===== src/rtl/alsu_param.sv =====
// alsu_param: two-stage pipelined WIDTH-bit arithmetic/logic/shift unit with a saturating error counter.
// Build option: define ALSU_LED_BLINK_EN to blink leds (instead of holding all-ones) while an error is flagged.

module alsu_param #(
    parameter int WIDTH          = 3,
    parameter int LED_W          = 16,
    parameter int FULL_ADDER     = 1,
    parameter int INPUT_PRIORITY = 0
) (
    input  logic               clk,
    input  logic               rst,
    input  logic               in_valid,
    input  logic [WIDTH-1:0]   A,
    input  logic [WIDTH-1:0]   B,
    input  logic [2:0]         opcode,
    input  logic               cin,
    input  logic               serial_in,
    input  logic               direction,
    input  logic               red_op_A,
    input  logic               red_op_B,
    input  logic               bypass_A,
    input  logic               bypass_B,
    output logic [2*WIDTH-1:0] out,
    output logic               out_valid,
    output logic [LED_W-1:0]   leds,
    output logic [7:0]         err_cnt
);

    localparam int OW = 2 * WIDTH;

    localparam logic [2:0] OP_AND   = 3'd0;
    localparam logic [2:0] OP_XOR   = 3'd1;
    localparam logic [2:0] OP_ADD   = 3'd2;
    localparam logic [2:0] OP_MUL   = 3'd3;
    localparam logic [2:0] OP_SHIFT = 3'd4;
    localparam logic [2:0] OP_ROT   = 3'd5;

    localparam logic [LED_W-1:0] LED_ON = '1;

    typedef struct packed {
        logic [WIDTH-1:0] a;
        logic [WIDTH-1:0] b;
        logic [2:0]       opcode;
        logic             cin;
        logic             serial_in;
        logic             direction;
        logic             red_a;
        logic             red_b;
        logic             byp_a;
        logic             byp_b;
    } s1_t;

    s1_t              s1_q, s1_d;
    logic             s1_valid_q, s1_valid_d;
    logic [OW-1:0]    out_q, out_d;
    logic             out_valid_q, out_valid_d;
    logic             err_q, err_d;
    logic [7:0]       err_cnt_q, err_cnt_d;
    logic [LED_W-1:0] leds_q, leds_d;

    logic             invalid;
    logic             sel_b_byp;
    logic             sel_b_red;
    logic             red_bit;
    logic [WIDTH-1:0] byp_opnd;
    logic [WIDTH-1:0] red_opnd;
    logic [WIDTH:0]   sum;
    logic [OW-1:0]    prod;
    logic [OW-1:0]    result;

    always_comb begin : stage1_next
        // NOTE: every always_comb output gets a default first so no path can infer a latch.
        s1_d       = s1_q;
        s1_valid_d = in_valid;
        if (in_valid) begin
            s1_d.a         = A;
            s1_d.b         = B;
            s1_d.opcode    = opcode;
            s1_d.cin       = cin;
            s1_d.serial_in = serial_in;
            s1_d.direction = direction;
            s1_d.red_a     = red_op_A;
            s1_d.red_b     = red_op_B;
            s1_d.byp_a     = bypass_A;
            s1_d.byp_b     = bypass_B;
        end
    end

    always_comb begin : stage2_compute
        invalid   = (s1_q.opcode inside {3'd6, 3'd7}) ||
                    ((s1_q.red_a || s1_q.red_b) && !(s1_q.opcode inside {OP_AND, OP_XOR}));
        sel_b_byp = s1_q.byp_b && (!s1_q.byp_a || INPUT_PRIORITY != 0);
        byp_opnd  = sel_b_byp ? s1_q.b : s1_q.a;
        sel_b_red = s1_q.red_b && (!s1_q.red_a || INPUT_PRIORITY != 0);
        red_opnd  = sel_b_red ? s1_q.b : s1_q.a;
        red_bit   = (s1_q.opcode == OP_XOR) ? ^red_opnd : &red_opnd;
        sum       = {1'b0, s1_q.a} + {1'b0, s1_q.b} +
                    {{WIDTH{1'b0}}, (FULL_ADDER != 0) && s1_q.cin};
        prod      = {{WIDTH{1'b0}}, s1_q.a} * {{WIDTH{1'b0}}, s1_q.b};

        result = out_q;
        if (s1_q.byp_a || s1_q.byp_b) begin
            result = {{WIDTH{1'b0}}, byp_opnd};
        end else if (s1_q.red_a || s1_q.red_b) begin
            result = {{(OW-1){1'b0}}, red_bit};
        end else begin
            // Shift and rotate act on the live out_q, so back-to-back ops chain naturally.
            case (s1_q.opcode)
                OP_AND:   result = {{WIDTH{1'b0}}, s1_q.a & s1_q.b};
                OP_XOR:   result = {{WIDTH{1'b0}}, s1_q.a ^ s1_q.b};
                OP_ADD:   result = {{(WIDTH-1){1'b0}}, sum};
                OP_MUL:   result = prod;
                OP_SHIFT: result = s1_q.direction ? {out_q[OW-2:0], s1_q.serial_in}
                                                  : {s1_q.serial_in, out_q[OW-1:1]};
                OP_ROT:   result = s1_q.direction ? {out_q[OW-2:0], out_q[OW-1]}
                                                  : {out_q[0], out_q[OW-1:1]};
                default:  result = '0;
            endcase
        end
    end

    always_comb begin : stage2_next
        out_d       = out_q;
        out_valid_d = s1_valid_q;
        err_d       = err_q;
        err_cnt_d   = err_cnt_q;
`ifdef ALSU_LED_BLINK_EN
        leds_d      = err_q ? ~leds_q : '0;
`else
        leds_d      = err_q ? LED_ON : '0;
`endif
        if (s1_valid_q) begin
            if (invalid) begin
                out_d  = '0;
                err_d  = 1'b1;
                leds_d = LED_ON;
                if (err_cnt_q != 8'hFF) begin
                    err_cnt_d = err_cnt_q + 8'd1;
                end
            end else begin
                out_d  = result;
                err_d  = 1'b0;
                leds_d = '0;
            end
        end
    end

    always_ff @(posedge clk) begin
        // NOTE: state uses non-blocking assignments so every flop samples pre-edge values.
        if (rst) begin
            s1_q        <= '0;
            s1_valid_q  <= 1'b0;
            out_q       <= '0;
            out_valid_q <= 1'b0;
            err_q       <= 1'b0;
            err_cnt_q   <= '0;
            leds_q      <= '0;
        end else begin
            s1_q        <= s1_d;
            s1_valid_q  <= s1_valid_d;
            out_q       <= out_d;
            out_valid_q <= out_valid_d;
            err_q       <= err_d;
            err_cnt_q   <= err_cnt_d;
            leds_q      <= leds_d;
        end
    end

    assign out       = out_q;
    assign out_valid = out_valid_q;
    assign leds      = leds_q;
    assign err_cnt   = err_cnt_q;

endmodule


===== config.mk =====
export PLATFORM = sky130hd
export DESIGN_NAME = alsu_param
export DESIGN_NICKNAME = d
export VERILOG_FILES = /design/src/rtl/alsu_param.sv
export SDC_FILE = /design/constraint.sdc
export NUM_CORES = 1
export LEC_CHECK = 0
export ABC_CLOCK_PERIOD_IN_PS = 2150
export CORE_MARGIN = 1.5
export CORE_UTILIZATION = 45
export DETAILED_ROUTE_END_ITERATION = 8
export PLACE_DENSITY = 0.8
export RECOVER_POWER = 100
export SLEW_MARGIN = 20
export SYNTH_ARGS = -nofsm -noshare
export SYNTH_HDL_FRONTEND = slang
export SYNTH_SLANG_ARGS = --single-unit

===== constraint.sdc =====
create_clock -name clk -period 2.15 [get_ports clk]
set_input_delay 0.3225 -clock clk [delete_from_list [all_inputs] [get_ports clk]]
set_output_delay 0.3225 -clock clk [all_outputs]
set_load 0.02 [all_outputs]

# After elaboration in Yosys (flattened, before gate mapping)
# Cells that the tools add are included.
[classes]
eq_ne = 8
n_reduce_logical = 15
bitwise_logic = 2
multipliers = 1
addsub = 3
muxes = 13
[op_table]
columns = ["cell", "count"]
rows = [
  ["2-to-1 mux 16 bit", 3],
  ["one-hot mux 6 bit (6 select lines)", 1],
  ["2-to-1 mux 6 bit", 5],
  ["equality test 3 bit (second input constant)", 4],
  ["adder 8 x 1 -> 8 bit (second input constant)", 1],
  ["!= test 8 bit (second input constant)", 1],
  ["equality test 3 x 2 -> 1 bit (second input constant)", 2],
  ["multiplier 3 x 3 -> 6 bit", 1],
  ["2-to-1 mux 3 bit", 2],
  ["AND reduction 3 bit", 2],
  ["adder 3 x 3 -> 4 bit", 1],
  ["adder 4 x 1 -> 4 bit", 1],
  ["nonzero test 2 bit", 2],
  ["bitwise AND 3 bit", 1],
  ["equality test 3 x 1 -> 1 bit (second input constant)", 1],
  ["logical AND 1 bit", 3],
  ["zero test 1 bit", 3],
  ["zero test 3 bit", 1],
  ["logical OR 1 bit", 3],
  ["XOR reduction 3 bit", 1],
  ["XOR 3 bit", 1],
  ["2-to-1 mux 1 bit", 2],
]
[totals]
reg_bits = 49
output_inout_bits = 31
input_bits = 19
word_cells = 58

# Longest topological paths before layout
[depth]
ltp_word = 8
mapped_depth = 10
mapped_depth_nobuf = 10

# Worst setup path after synthesis
# Ideal clock, no wire load.
[synth_path]
kind = "flip-flop to flip-flop"
start = "register s1_q[14] (netlist name)"
end = "register out_q[3] (netlist: out[3])"
n_path_buf = 0
t_arrival_ns = 2.043
t_required_ns = 2.022
slack_ns = -0.021
path_stages_with_launch = 10
path_cell_list = "dfxtp_1 -> ha_1 -> xnor2_1 -> ha_1 -> ha_1 -> fa_1 -> o21ai_0 -> o22ai_1 -> a22oi_1 -> nor2_1"
[synth_between]
elab_chain_cells = 6
word_cells_on_any_way = 7
[synth_lines]
columns = ["element", "line_no", "rtl"]
rows = [
  ["from (decl)", "53", "s1_t s1_q, s1_d;"],
  ["from (signal assigned)", "151", "s1_q <= '0;"],
  ["from (signal assigned)", "159", "s1_q <= s1_d;"],
  ["adder 3 x 3 -> 4 bit", "97", "sum = {1'b0, s1_q.a} + {1'b0, s1_q.b} +"],
  ["adder 4 x 1 -> 4 bit", "97", ""],
  ["one-hot mux 6 bit (6 select lines) (*)", "108", "case (s1_q.opcode)"],
  ["2-to-1 mux 6 bit (*)", "104", "end else if (s1_q.red_a || s1_q.red_b) begin"],
  ["2-to-1 mux 6 bit (*)", "102", "if (s1_q.byp_a || s1_q.byp_b) begin"],
  ["2-to-1 mux 6 bit (*)", "133", "if (invalid) begin"],
  ["to (signal assigned)", "161", "out_q <= out_d;"],
  ["to (decl)", "55", "logic [OW-1:0] out_q, out_d;"],
]
# Mark *: on every way between the ends. The rest lies on a longest branch, timed or not.
# A chain may end at the register's enable or synchronous reset.

# Final worst setup path
# Ends and elaborated chain as after synthesis.

==> metrics <==
outcome=finished with violations; failing checks=design-rule violations; f_max=around 0.47 GHz; number of global-route vias before repair=1643; Ports=50; Post-Syn Area per Cell=roughly 9.0 um^2; Peak VDD IR=approximately 0.37 mV; total core area=about 4400 um^2; via count=roughly 1800; # diodes=0; H-Tree Level Count=2; setup violators final=0; CP Cell Sequence=ha_4 > xnor2_2 > ha_1 > ha_2 > fa_1 > o21ai_1 > o22ai_1 > a22oi_1 > nor2_1; Die W=roughly 70 um; crit path max fanout=2; Clock Tree Root=clkbuf_8; WP data arrival=between 2000 and 2500 ps; Via density=about 5.6; unrepaired setup endpoints after global routing=true; DIE HEIGHT=just over 70 um; clk buf depth=2; CTS buffer count=5; drt pass-1 iters=7; Design Area, Final=between 2000 and 3000 um^2; number of port buffers=49; slew margin rel.=0.193; Synthesis Warnings=0; die area=slightly above 5000 um^2; syn nets=between 200 and 300; hpwl dp=between 3000 and 4000 um; post-layout util=0.614; CP peak stage delay=roughly 420 ps; DRC viols=5; initial antenna violation count=0; # clock sinks=34; GRT Util Overall=0.193; CP Capture Type=flip-flop; Avg WL per Cell=around 14 um; first-pass GRT wire length=slightly below 8000 um; Yosys reg bits=34; Post-Syn Instances=about 240; pre-CTS setup slack=-37.9 ps; antenna-violating nets left=0; grt ovf=0; power per cell area=between 600 and 700 nW/um^2; Fillers=401; Post-Syn Area=~2100 um^2; Min-Delay Path Class=reg2reg; # hold bufs at CTS=0; hold violation count in the final report=0; Initial Util=0.474; largest net degree at the start of global routing=34; critical path's slowest cell=fa_1; sequential fraction of the synthesis area=0.323; maxcap violations=0; P&R area growth vs syn=29.6%; final wirelength=4700 um; Final Max Slew Viols=0; Leak Pwr=1.19 nW; # rows=24; Clk pin slew, worst setup/hold paths=70 ps; Final Critical Period=approximately 2100 ps; layout cell share with drive strength beyond 1=0.123; Clock Skew=about 6.3 ps; fin nets=slightly above 300; Placed Area=2580 um^2; required time worst endpoint=2330 ps; type of the worst setup path=reg2reg; final setup TNS=0 ps; post-CTS setup repair buffer count=0; pin slew with the least headroom to its limit=roughly 1200 ps; GPL Wtd Cong=0.910; total power=about 1.7 mW; library cells used by synthesis=41; fin crit share=0.984; clk_lat worst skew=between 200 and 300 ps; Worst Setup Slack, final=roughly 35 ps; TritonCTS clock tree=yes; CP Launch Type=flip-flop; Iteration-0 DRC Markers=87
registers in the layout, summed over array words and instances (netlist names):
name         flops
leds             1
out_valid        1
err_q            1
err_cnt          8
out              6
out_valid_d      1
s1_q            16
Yosys cell counts, drive strengths merged:
cell type | count | area share
xor2 | 1 | 0.0042
inv | 4 | 0.0071
and2 | 5 | 0.015
a211oi | 7 | 0.025
mux4 | 1 | 0.011
nor2 | 32 | 0.057
o31ai | 1 | 0.0059
dfxtp | 34 | 0.32
nor4bb | 1 | 0.0048
o221ai | 1 | 0.0042
o21ai | 9 | 0.021
nand3 | 8 | 0.019
nor3 | 5 | 0.014
a32oi | 1 | 0.0042
clkinv | 1 | 0.0018
nor3b | 2 | 0.0071
clkbuf | 5 | 0.0089
ha | 12 | 0.071
a31o | 1 | 0.0042
nand2 | 13 | 0.023
a22oi | 4 | 0.014
fa | 3 | 0.029
a21o | 3 | 0.014
buf | 20 | 0.065
nand2b | 2 | 0.0059
mux2 | 3 | 0.016
o22ai | 4 | 0.012
xnor2 | 7 | 0.029
mux2i | 24 | 0.11
o211ai | 1 | 0.0036
a21oi | 8 | 0.019
or2 | 1 | 0.0030
nor2b | 5 | 0.015
o21a | 1 | 0.0036
nor4 | 5 | 0.025
routing by layer:
layer  global-route usage  routed length, um  vias up
met5                    0                  0        -
met1                0.260               2210      867
met2                0.302               2180       58
li1                     -                  -      899
met3               0.0352                237        7
met4               0.0833                 70        0
worst max-delay path: cells and delay by family (launching register included):
kind            cells  cell delay, ps
fa+ha+maj           4            1080
compound gates      3             380
flops               1             340
xor+xnor            1             120
simple gates        1              70
path summary, 6_finish.rpt:
check	start	end	slack [ps]	cells after the start
worst max-delay path	s1_q[14]	out[3]	40	9
worst min-delay path	err_q	leds[14]	490	2
worst max register to register	s1_q[14]	out[3]	40	9
worst min register to register	err_q	leds[14]	490	2
final cells by class:
type / count / area (um^2) / share of cell area
inverter: 5 / 18.8 / 0.00687
multi-input combinational: 171 / 1260 / 0.460
timing repair buffer: 59 / 562 / 0.206
sequential: 34 / 686 / 0.251
clock buffer: 6 / 82.6 / 0.0302
tap: 52 / 65.1 / 0.0238
clock inverter: 2 / 60.1 / 0.0220
report_power, final:
group	internal [mW]	leakage, nW	switching (mW)
Sequential	0.655	0.279	0.0402
Combinational	0.136	0.836	0.131
Clock	0.495	0.0714	0.250
cell usage in the layout, fill, tap and decap left out, types with 2 or more instances in the layout:
| cell | instances |
|---|---|
| mux2i_1 | 24 |
| a22oi_1 | 3 |
| fa_1 | 3 |
| ha_1 | 10 |
| clkdlybuf4s50_1 | 17 |
| and2_1 | 4 |
| bufinv_16 | 2 |
| nand2_1 | 13 |
| o21ai_1 | 3 |
| clkbuf_8 | 6 |
| nor4_1 | 5 |
| nor3_1 | 4 |
| a211oi_1 | 7 |
| xnor2_1 | 6 |
| inv_1 | 4 |
| a21o_1 | 3 |
| a21oi_1 | 8 |
| mux2_2 | 3 |
| nor3b_1 | 2 |
| buf_4 | 9 |
| dfxtp_2 | 4 |
| dfxtp_1 | 30 |
| nor2_1 | 32 |
| o21ai_0 | 6 |
| nand3_1 | 8 |
| o22ai_1 | 4 |
| dlygate4sd3_1 | 32 |
| nor2b_1 | 5 |
| nand2b_1 | 2 |
metrics by stage:
| stage | cells | hold WS, ps |
|---|---|---|
| finish | 329 | 489 |
| floorplan | 235 | 449 |
| CTS | 329 | 492 |
| global route | 329 | 563 |
| global placement | 321 | 462 |
| detailed placement | 321 | 478 |
cell families after synthesis:
kind of cell | count (synthesis) | share of synthesized area
AOI/OAI and AO/OA | 41 | 0.131
xor gates and xnor gates | 8 | 0.0333
adders and majority gates | 15 | 0.0998
buffers and inverters | 30 | 0.0831
DFF | 34 | 0.323
muxes | 28 | 0.141
and+or+nand+nor | 79 | 0.189
timing repair:
item | CTS | global route
setup endpoints to repair | 3 | 4
pin swaps | 1 | 8
gates resized for setup | 3 | 7
(Power assumes the default switching activity.)
